### config.mk
export PLATFORM = sky130hd
export DESIGN_NAME = regfile_scoreboard
export DESIGN_NICKNAME = d
export VERILOG_FILES = /design/src/rtl/regfile_scoreboard.sv
export SDC_FILE = /design/constraint.sdc
export NUM_CORES = 1
export LEC_CHECK = 0
export ABC_AREA = 0
export CELL_PAD_IN_SITES_DETAIL_PLACEMENT = 1
export CELL_PAD_IN_SITES_GLOBAL_PLACEMENT = 1
export CORE_MARGIN = 1
export CORE_UTILIZATION = 40
export CTS_BUF_LIST = sky130_fd_sc_hd__clkbuf_4 sky130_fd_sc_hd__clkbuf_8 sky130_fd_sc_hd__clkbuf_16
export CTS_CLUSTER_DIAMETER = 200
export DETAILED_ROUTE_END_ITERATION = 7
export MAX_ROUTING_LAYER = met4
export PLACE_DENSITY_LB_ADDON = 0.1
export SYNTH_ARGS = -nofsm -noshare
export SYNTH_HDL_FRONTEND = slang
export SYNTH_SLANG_ARGS = --single-unit
### constraint.sdc
create_clock -name clk -period 7.1 [get_ports clk]
set_input_delay 1.065 -clock clk [delete_from_list [all_inputs] [get_ports clk]]
set_output_delay 1.065 -clock clk [all_outputs]
set_load 0.005 [all_outputs]
### src/rtl/regfile_scoreboard.sv
// regfile_scoreboard: multi-read-port integer register file with a per-register
// busy scoreboard and a clear sequencer that zeroes one entry per cycle after reset.
// Optional build macro: REGFILE_BYPASS_EN (write-through bypass of wd and busy on
// a same-cycle write to a register being read).
module regfile_scoreboard #(
    parameter int unsigned XLEN     = 32,
    parameter int unsigned NREGS    = 32,
    parameter int unsigned NRD      = 2,
    parameter int unsigned ZERO_REG = 1
) (
    input  logic                             clk,
    input  logic                             rst,
    input  logic [NRD*$clog2(NREGS)-1:0]     ra,
    output logic [NRD*XLEN-1:0]              rd,
    output logic [NRD-1:0]                   rd_busy,
    input  logic [$clog2(NREGS)-1:0]         wa,
    input  logic [XLEN-1:0]                  wd,
    input  logic                             wen,
    input  logic                             set_busy,
    input  logic [$clog2(NREGS)-1:0]         busy_addr,
    output logic                             ready
);

    localparam int unsigned AW = $clog2(NREGS);
    localparam logic [AW-1:0] LAST_IDX = AW'(NREGS - 1);

    typedef enum logic {
        CLEAR = 1'b0,
        RUN   = 1'b1
    } state_t;

    state_t          state;
    logic [AW-1:0]   idx;
    logic [XLEN-1:0] regs [NREGS];
    logic [NREGS-1:0] busy;

    logic write_ok_c;
    logic set_ok_c;

    // Register 0 is hard-wired when ZERO_REG is set: writes and busy marks are dropped
    assign write_ok_c = wen && !((ZERO_REG != 0) && (wa == '0));
    assign set_ok_c   = set_busy && !((ZERO_REG != 0) && (busy_addr == '0));

    // Clear sequencer: walk idx over every entry after reset, then open for traffic
    always_ff @(posedge clk) begin
        if (rst) begin
            state <= CLEAR;
            idx   <= '0;
            ready <= 1'b0;
        end else begin
            case (state)
                CLEAR: begin
                    idx <= idx + AW'(1);
                    if (idx == LAST_IDX) begin
                        state <= RUN;
                        ready <= 1'b1;
                    end
                end
                RUN: begin
                end
                default: begin
                    state <= CLEAR;
                    idx   <= '0;
                    ready <= 1'b0;
                end
            endcase
        end
    end

    // Array has no reset so it can map to distributed RAM; the sequencer zeroes it
    always_ff @(posedge clk) begin
        if (!rst) begin
            if (state == CLEAR) begin
                regs[idx] <= '0;
            end else if (ready && write_ok_c) begin
                regs[wa] <= wd;
            end
        end
    end

    // Scoreboard: writeback clears, issue sets; set is applied last so it wins
    always_ff @(posedge clk) begin
        if (rst) begin
            busy <= '0;
        end else if (ready) begin
            if (wen) begin
                busy[wa] <= 1'b0;
            end
            if (set_ok_c) begin
                busy[busy_addr] <= 1'b1;
            end
        end
    end

    for (genvar i = 0; i < NRD; i++) begin : g_rd
        logic [AW-1:0]   addr_c;
        logic [XLEN-1:0] data_c;
        logic            bsy_c;

        assign addr_c = ra[i*AW +: AW];

        // Combinational read port with zero-register masking and optional bypass
        always_comb begin
            data_c = regs[addr_c];
            bsy_c  = busy[addr_c];
            if ((ZERO_REG != 0) && (addr_c == '0)) begin
                data_c = '0;
                bsy_c  = 1'b0;
            end
`ifdef REGFILE_BYPASS_EN
            if (write_ok_c && (wa == addr_c)) begin
                data_c = wd;
                bsy_c  = 1'b0;
            end
`endif
            if (!ready) begin
                data_c = '0;
                bsy_c  = 1'b0;
            end
        end

        assign rd[i*XLEN +: XLEN] = data_c;
        assign rd_busy[i]         = bsy_c;
    end

endmodule

* Word level (Yosys, flattened, before mapping)
Memories as Yosys holds them, arrays and structs flattened.
Index checks and enable logic that the tools add are counted.
** Cells by class
- $lt $le $gt $ge :: 6
- $add $sub $neg :: 1
- Reductions and logical operators :: 13
- Multiplexer cells :: 32
- Bitwise gates (word level) :: 4
- Eq/ne operators :: 1
** Operator list (number)
- 2-to-1 mux 32 bit :: 9
- AND 32 bit :: 1
- NOT 32 bit :: 1
- bitwise OR 32 bit :: 1
- OR reduction 32 bit :: 1
- < comparator 5 x 6 -> 1 bit, second input constant :: 4
- logical NOT 5 bit :: 4
- 2-to-1 mux 1 bit :: 18
- binary-select mux 1 bit (select 5 bit) :: 2
- demux 1 bit (select 5 bit) :: 2
- greater-or-equal comparator 5 x 1 -> 1 bit, second input constant :: 2
- adder 5 x 1 -> 5 bit, second input constant :: 1
- equality test 5 bit, second input constant :: 1
- logical AND 1 bit :: 5
- 2-to-1 mux 5 bit :: 1
- logical NOT 1 bit :: 2
- AND reduction 2 bit :: 1
- NOT 1 bit :: 1
** Storage, ports and cells
- Flip-flop bits (word level) :: 39
- Memories :: 1
- Output and inout bits :: 67
- Bits of input ports :: 56
- Memory bits (writable) :: 1024
- Word-level logic and storage cells :: 62
** Memories
- regs :: words 32, bits a word 32, read ports 2, clocked after Yosys merged registers in 0, write ports 1, RTL line 34 : logic [XLEN-1:0] regs [NREGS];

* Longest topological paths before layout
- Depth in word-level cells :: 11
- Mapped depth :: 9
- Mapped depth without buffers :: 5

* Worst setup path before layout
No wires, ideal clock.
- Kind :: input port to flip-flop
- Start point :: in rst
- End point :: mem regs[26][0] (enable)
- Arrival time :: 5116 ps
- Path buffers :: 2
- Stages :: 6
- Data required time :: 6599 ps
- Library setup time :: 501 ps
- Slack :: 1483 ps
- Path through :: buf_2 -> and4b_1 -> buf_6 -> o21ai_2 -> a22o_2 -> nor4_1
** On the way
- Word-level cells in the longest chain between the ends :: 4
- Elaborated cells on any way between the ends :: 7
- Classes of those cells :: mux: 6; reduce/logical: 1
** RTL lines
- start: declaration :: RTL line 12 : input logic rst,
- 2-to-1 mux 1 bit :: RTL line 72 : if (!rst) begin
- 2-to-1 mux 1 bit (not written as such) :: RTL line 76 : regs[wa] <= wd;
- OR reduction 32 bit (no line)
- 2-to-1 mux 5 bit (no line) / 2-to-1 mux 1 bit (equally long branches)
- end: declaration :: RTL line 34
Parallel ways exist; a longest one is shown, timed or not.

* Worst setup path in the final report
- Start point :: in ra[3]
- End point :: out rd[18]
** On the way
- Word-level cells in the longest chain between the ends :: 3
- Elaborated cells on any way between the ends :: 4
- Classes of those cells :: mux: 2; reduce/logical: 1; memory: 1
** RTL lines
- start: declaration :: RTL line 13 : input logic [NRD*$clog2(NREGS)-1:0] ra,
- memory read (32 x 32 bit) / logical NOT 5 bit (equally long branches)
- 2-to-1 mux 32 bit (*) :: RTL line 106 : if ((ZERO_REG != 0) && (addr_c == '0)) begin
- 2-to-1 mux 32 bit (*) :: RTL line 116 : if (!ready) begin
- end: declaration :: RTL line 14 : output logic [NRD*XLEN-1:0] rd,
Mark *: on every way between the ends. The rest lies on a longest branch, timed or not.

==> impl_results.rst <==
.. list-table::
   :header-rows: 1

   * - Metric
     - Value
   * - Data arrival at the endpoint of the critical path
     - 4700 ps
   * - First-pass GRT wire length
     - 247000 um
   * - Post-synthesis cell count
     - 3124
   * - Max rail drop VDD
     - approximately 0.19 mV
   * - Power per cell area
     - approximately 230 nW/um2
   * - Setup WS pre-CTS
     - around 1400 ps
   * - Clock transition at the registers of the reported paths
     - roughly 60 ps
   * - CTS H-tree depth
     - 3
   * - Clock network latency to the later pin of the worst-skew pair
     - about 750 ps
   * - Sinks on the clock net
     - about 1000
   * - Fmax
     - approximately 170 MHz
   * - Library cell with the largest summed area after synthesis
     - sky130_fd_sc_hd__edfxtp_1
   * - Maximum root-to-sink buffer count
     - 3
   * - Number of resized instances in the post-cts repair step
     - 0
   * - Sequential element share of the synthesized area
     - between 60% and 70%
   * - 1st-iter DRT viols
     - 2779
   * - Site Rows
     - approximately 130
   * - CTS Root Cell
     - sky130_fd_sc_hd__clkbuf_16
   * - Top fanout value on the critical path
     - 21
   * - FFs w/ async S/R, synth
     - 0%
   * - Area of the core
     - between 100000 and 150000 um2
   * - Top-level port count
     - between 100 and 150
   * - Via count
     - between 30000 and 40000
   * - Leading post-synthesis cells by cell area
     - sky130_fd_sc_hd__edfxtp_1 61%, sky130_fd_sc_hd__mux2i_1 12%, sky130_fd_sc_hd__mux4_2 9.1%, sky130_fd_sc_hd__a22oi_1 2.9%, sky130_fd_sc_hd__o22ai_1 2.5%
   * - Status
     - finished, final reports clean
   * - Number of warnings issued by yosys
     - 0
   * - Post-detailed-route wirelength per cell
     - approximately 35 um
   * - Via density per instance
     - about 6.4
   * - Number of detailed-route iterations in the first pass
     - 5
   * - Routability cong.
     - approximately 0.84
   * - Shortest period the worst path allows
     - slightly below 6000 ps
   * - Critical register-to-register path endpoint
     - regs[11][14]
   * - Leakage
     - approximately 21 nW
   * - Count of cells along the worst hold path
     - 2
   * - Post-synth cell types
     - 62
   * - Yosys reg bits
     - about 1000
   * - Startpoint of the most critical register-to-register path
     - state
   * - Port Buffer Count
     - 122
   * - Post-Syn Area
     - approximately 50000 um2
   * - GRT Total Usage
     - roughly 28%
   * - Remaining antenna violation count
     - 0
   * - Worst Max-Slew Pin Slew
     - 1200 ps
   * - Height of the die
     - approximately 350 um
   * - Area enclosed by the die boundary
     - 125000 um2
   * - Final HPWL from detailed placement
     - 106000 um
   * - Share of the synthesized area in the top cell type
     - just over 60%
   * - Data required time of the critical path
     - about 6000 ps
   * - Min-Delay Path Class
     - register to register
   * - Post-route setup TNS
     - 0 ps
   * - CTS tree
     - yes
   * - Worst clock skew
     - between 20 and 30 ps
   * - Most instantiated cells after synthesis
     - 995 x sky130_fd_sc_hd__edfxtp_1, 586 x sky130_fd_sc_hd__mux2i_1, 199 x sky130_fd_sc_hd__mux4_2
   * - Layout area overhead
     - 13.7%
   * - Primary FF master, synth
     - sky130_fd_sc_hd__edfxtp_1
   * - Net count reported at finish
     - between 3000 and 4000
   * - Starting density of the core
     - around two fifths
   * - Floorplan die width
     - 353 um
   * - Vias in the first global route
     - roughly 34000
   * - Final hold violation count
     - 0
   * - Total congestion overflow after global routing
     - 0
   * - Slew Limit Headroom
     - roughly a fifth
   * - Capture endpoint of the worst hold path
     - busy[25]
   * - Initial antenna violation count
     - 5
   * - Most frequently used cell type in the post-synthesis netlist
     - sky130_fd_sc_hd__edfxtp_1
   * - Avg Cell Area, Syn
     - ~16 um2
   * - Setup bufs post-CTS
     - 0
   * - Maximum number of pins on one net before global-route repair
     - roughly 140
   * - FF-to-FF path depth
     - 4
   * - Count of endpoints failing setup in the final report
     - 0
   * - Wire length reported by the detailed router
     - 173000 um
   * - Post-detailed-route DRC marker count
     - 0
   * - Post-synth EDFFs
     - approximately 1000
   * - Share of post-route cells with drive strength above 1
     - 19.0%
   * - Hold bufs inserted after CTS
     - 0
   * - Setup slack on the worst flop-to-flop path
     - about 3600 ps
   * - Smallest setup slack after layout
     - between 1000 and 1500 ps
   * - Cts bufs inserted
     - between 100 and 150
   * - Critical path capture point type
     - output pin
   * - Part of the cycle the worst path needs
     - slightly above 80%
   * - Kind of critical path
     - primary input to output pin
   * - Synthesized netlist net count
     - around 3200
   * - Setup crit start kind
     - primary input
   * - Max-cap violation count
     - 0
   * - RSZ-0062 raised after global routing
     - no
   * - Hold Path Origin
     - busy[25]
   * - Fin. max-slew vios
     - 0
metrics by stage:
step	power [W]	hold slack (ps)	util, %	instances	instance area [um2]
after floorplan	0.00717	460	-	3124	49200
after global routing	0.0134	530	46.0	4939	56000
final	0.0131	492	46.0	4939	56000
after CTS	0.0132	492	46.0	4936	56000
after detailed placement	0.00739	484	43.0	4725	52400
after global placement	0.00738	479	43.0	4725	52400
layout by cell type (no fill, tap or decap), types with 6 or more instances in the layout:
| cell type | netlist | layout |
|---|---|---|
| sky130_fd_sc_hd__or3b_2 | 4 | 9 |
| sky130_fd_sc_hd__nand3b_1 | 10 | 10 |
| sky130_fd_sc_hd__inv_1 | 9 | 9 |
| sky130_fd_sc_hd__nor3_2 | 3 | 11 |
| sky130_fd_sc_hd__mux4_2 | 199 | 199 |
| sky130_fd_sc_hd__buf_12 | 0 | 9 |
| sky130_fd_sc_hd__nand2_1 | 165 | 165 |
| sky130_fd_sc_hd__o21ai_1 | 7 | 7 |
| sky130_fd_sc_hd__nor2_4 | 0 | 19 |
| sky130_fd_sc_hd__nor3_1 | 18 | 7 |
| sky130_fd_sc_hd__and2_1 | 39 | 35 |
| sky130_fd_sc_hd__clkdlybuf4s50_1 | 0 | 118 |
| sky130_fd_sc_hd__mux2i_1 | 586 | 586 |
| sky130_fd_sc_hd__buf_4 | 33 | 108 |
| sky130_fd_sc_hd__nand3_1 | 6 | 6 |
| sky130_fd_sc_hd__a221oi_2 | 56 | 56 |
| sky130_fd_sc_hd__a221oi_1 | 6 | 6 |
| sky130_fd_sc_hd__nor2_1 | 36 | 17 |
| sky130_fd_sc_hd__a31oi_1 | 6 | 6 |
| sky130_fd_sc_hd__mux2_2 | 8 | 8 |
| sky130_fd_sc_hd__clkbuf_4 | 0 | 31 |
| sky130_fd_sc_hd__clkbuf_16 | 0 | 116 |
| sky130_fd_sc_hd__o21ai_0 | 90 | 90 |
| sky130_fd_sc_hd__dfxtp_1 | 38 | 38 |
| sky130_fd_sc_hd__a22oi_1 | 193 | 193 |
| sky130_fd_sc_hd__o22ai_1 | 195 | 195 |
| sky130_fd_sc_hd__clkinv_1 | 0 | 37 |
| sky130_fd_sc_hd__clkinv_2 | 0 | 14 |
| sky130_fd_sc_hd__nand4_1 | 67 | 67 |
| sky130_fd_sc_hd__a21oi_1 | 42 | 41 |
| sky130_fd_sc_hd__edfxtp_1 | 995 | 995 |
logic make-up (layout without fill, tap and decap cells):
| group | Yosys count | in the layout | synth area share [%] |
|---|---|---|---|
| adder cells (fa/ha/maj) | 2 | 2 | 0.0508 |
| flip-flops | 1033 | 1033 | 62.2 |
| other | 0 | 3 | 0 |
| AND/OR/NAND/NOR | 400 | 400 | 4.29 |
| AO/OA/AOI/OAI | 621 | 621 | 9.22 |
| buffers and inverters | 272 | 459 | 2.98 |
| multiplexers | 793 | 793 | 21.2 |
| XOR/XNOR | 3 | 3 | 0.0534 |
state kept, by name, summed over array words and instances, names as in the netlist:
register  count
state         1
busy         31
idx           5
ready         1
regs        995
final cells by class:
class | instances | area, um2
clock inverters | 64 | 474
fillers | 11600 | 65900
inverters | 9 | 33.8
well taps | 1625 | 2030
diodes | 3 | 7.51
flip-flops and latches | 1033 | 30600
clock buffers | 147 | 3140
multi-input cells | 1819 | 17500
repair buffers | 239 | 2230
per-layer routing:
| metal | part of all wire [%] | track usage, % |
|---|---|---|
| met1 | 42 | 37.2 |
| met2 | 49 | 46.4 |
| met3 | 5.3 | 3.40 |
| met4 | 2.9 | 9.14 |
| met5 | 0 | - |
where the power goes:
group / internal, W / switching, W / total, W
logic: 0.000232 / 0.000424 / 0.000656
registers: 0.00660 / 0.0000108 / 0.00661
clock network: 0.00329 / 0.00254 / 0.00583
critical path, stage by stage:
cell	delay, ps
sky130_fd_sc_hd__clkdlybuf4s50_1	1090
sky130_fd_sc_hd__nor2b_4	670
sky130_fd_sc_hd__buf_4	360
sky130_fd_sc_hd__buf_4	290
sky130_fd_sc_hd__a22oi_1	130
sky130_fd_sc_hd__a22oi_1	370
sky130_fd_sc_hd__nand4_1	190
sky130_fd_sc_hd__clkdlybuf4s50_1	490
worst max-delay path by stage:
stage,from,to,slack (ps),cells past startpoint
3_3_place_gp,ra[3],rd[13],1500,7
3_5_place_dp,ra[3],rd[18],1400,8
6_report,ra[3],rd[18],1340,8
5_1_grt,ra[3],rd[19],1230,8
4_1_cts,ra[3],rd[18],1410,8
2_1_floorplan,rst,regs[26][0],1480,6
Power figures use the tool's default switching activity.
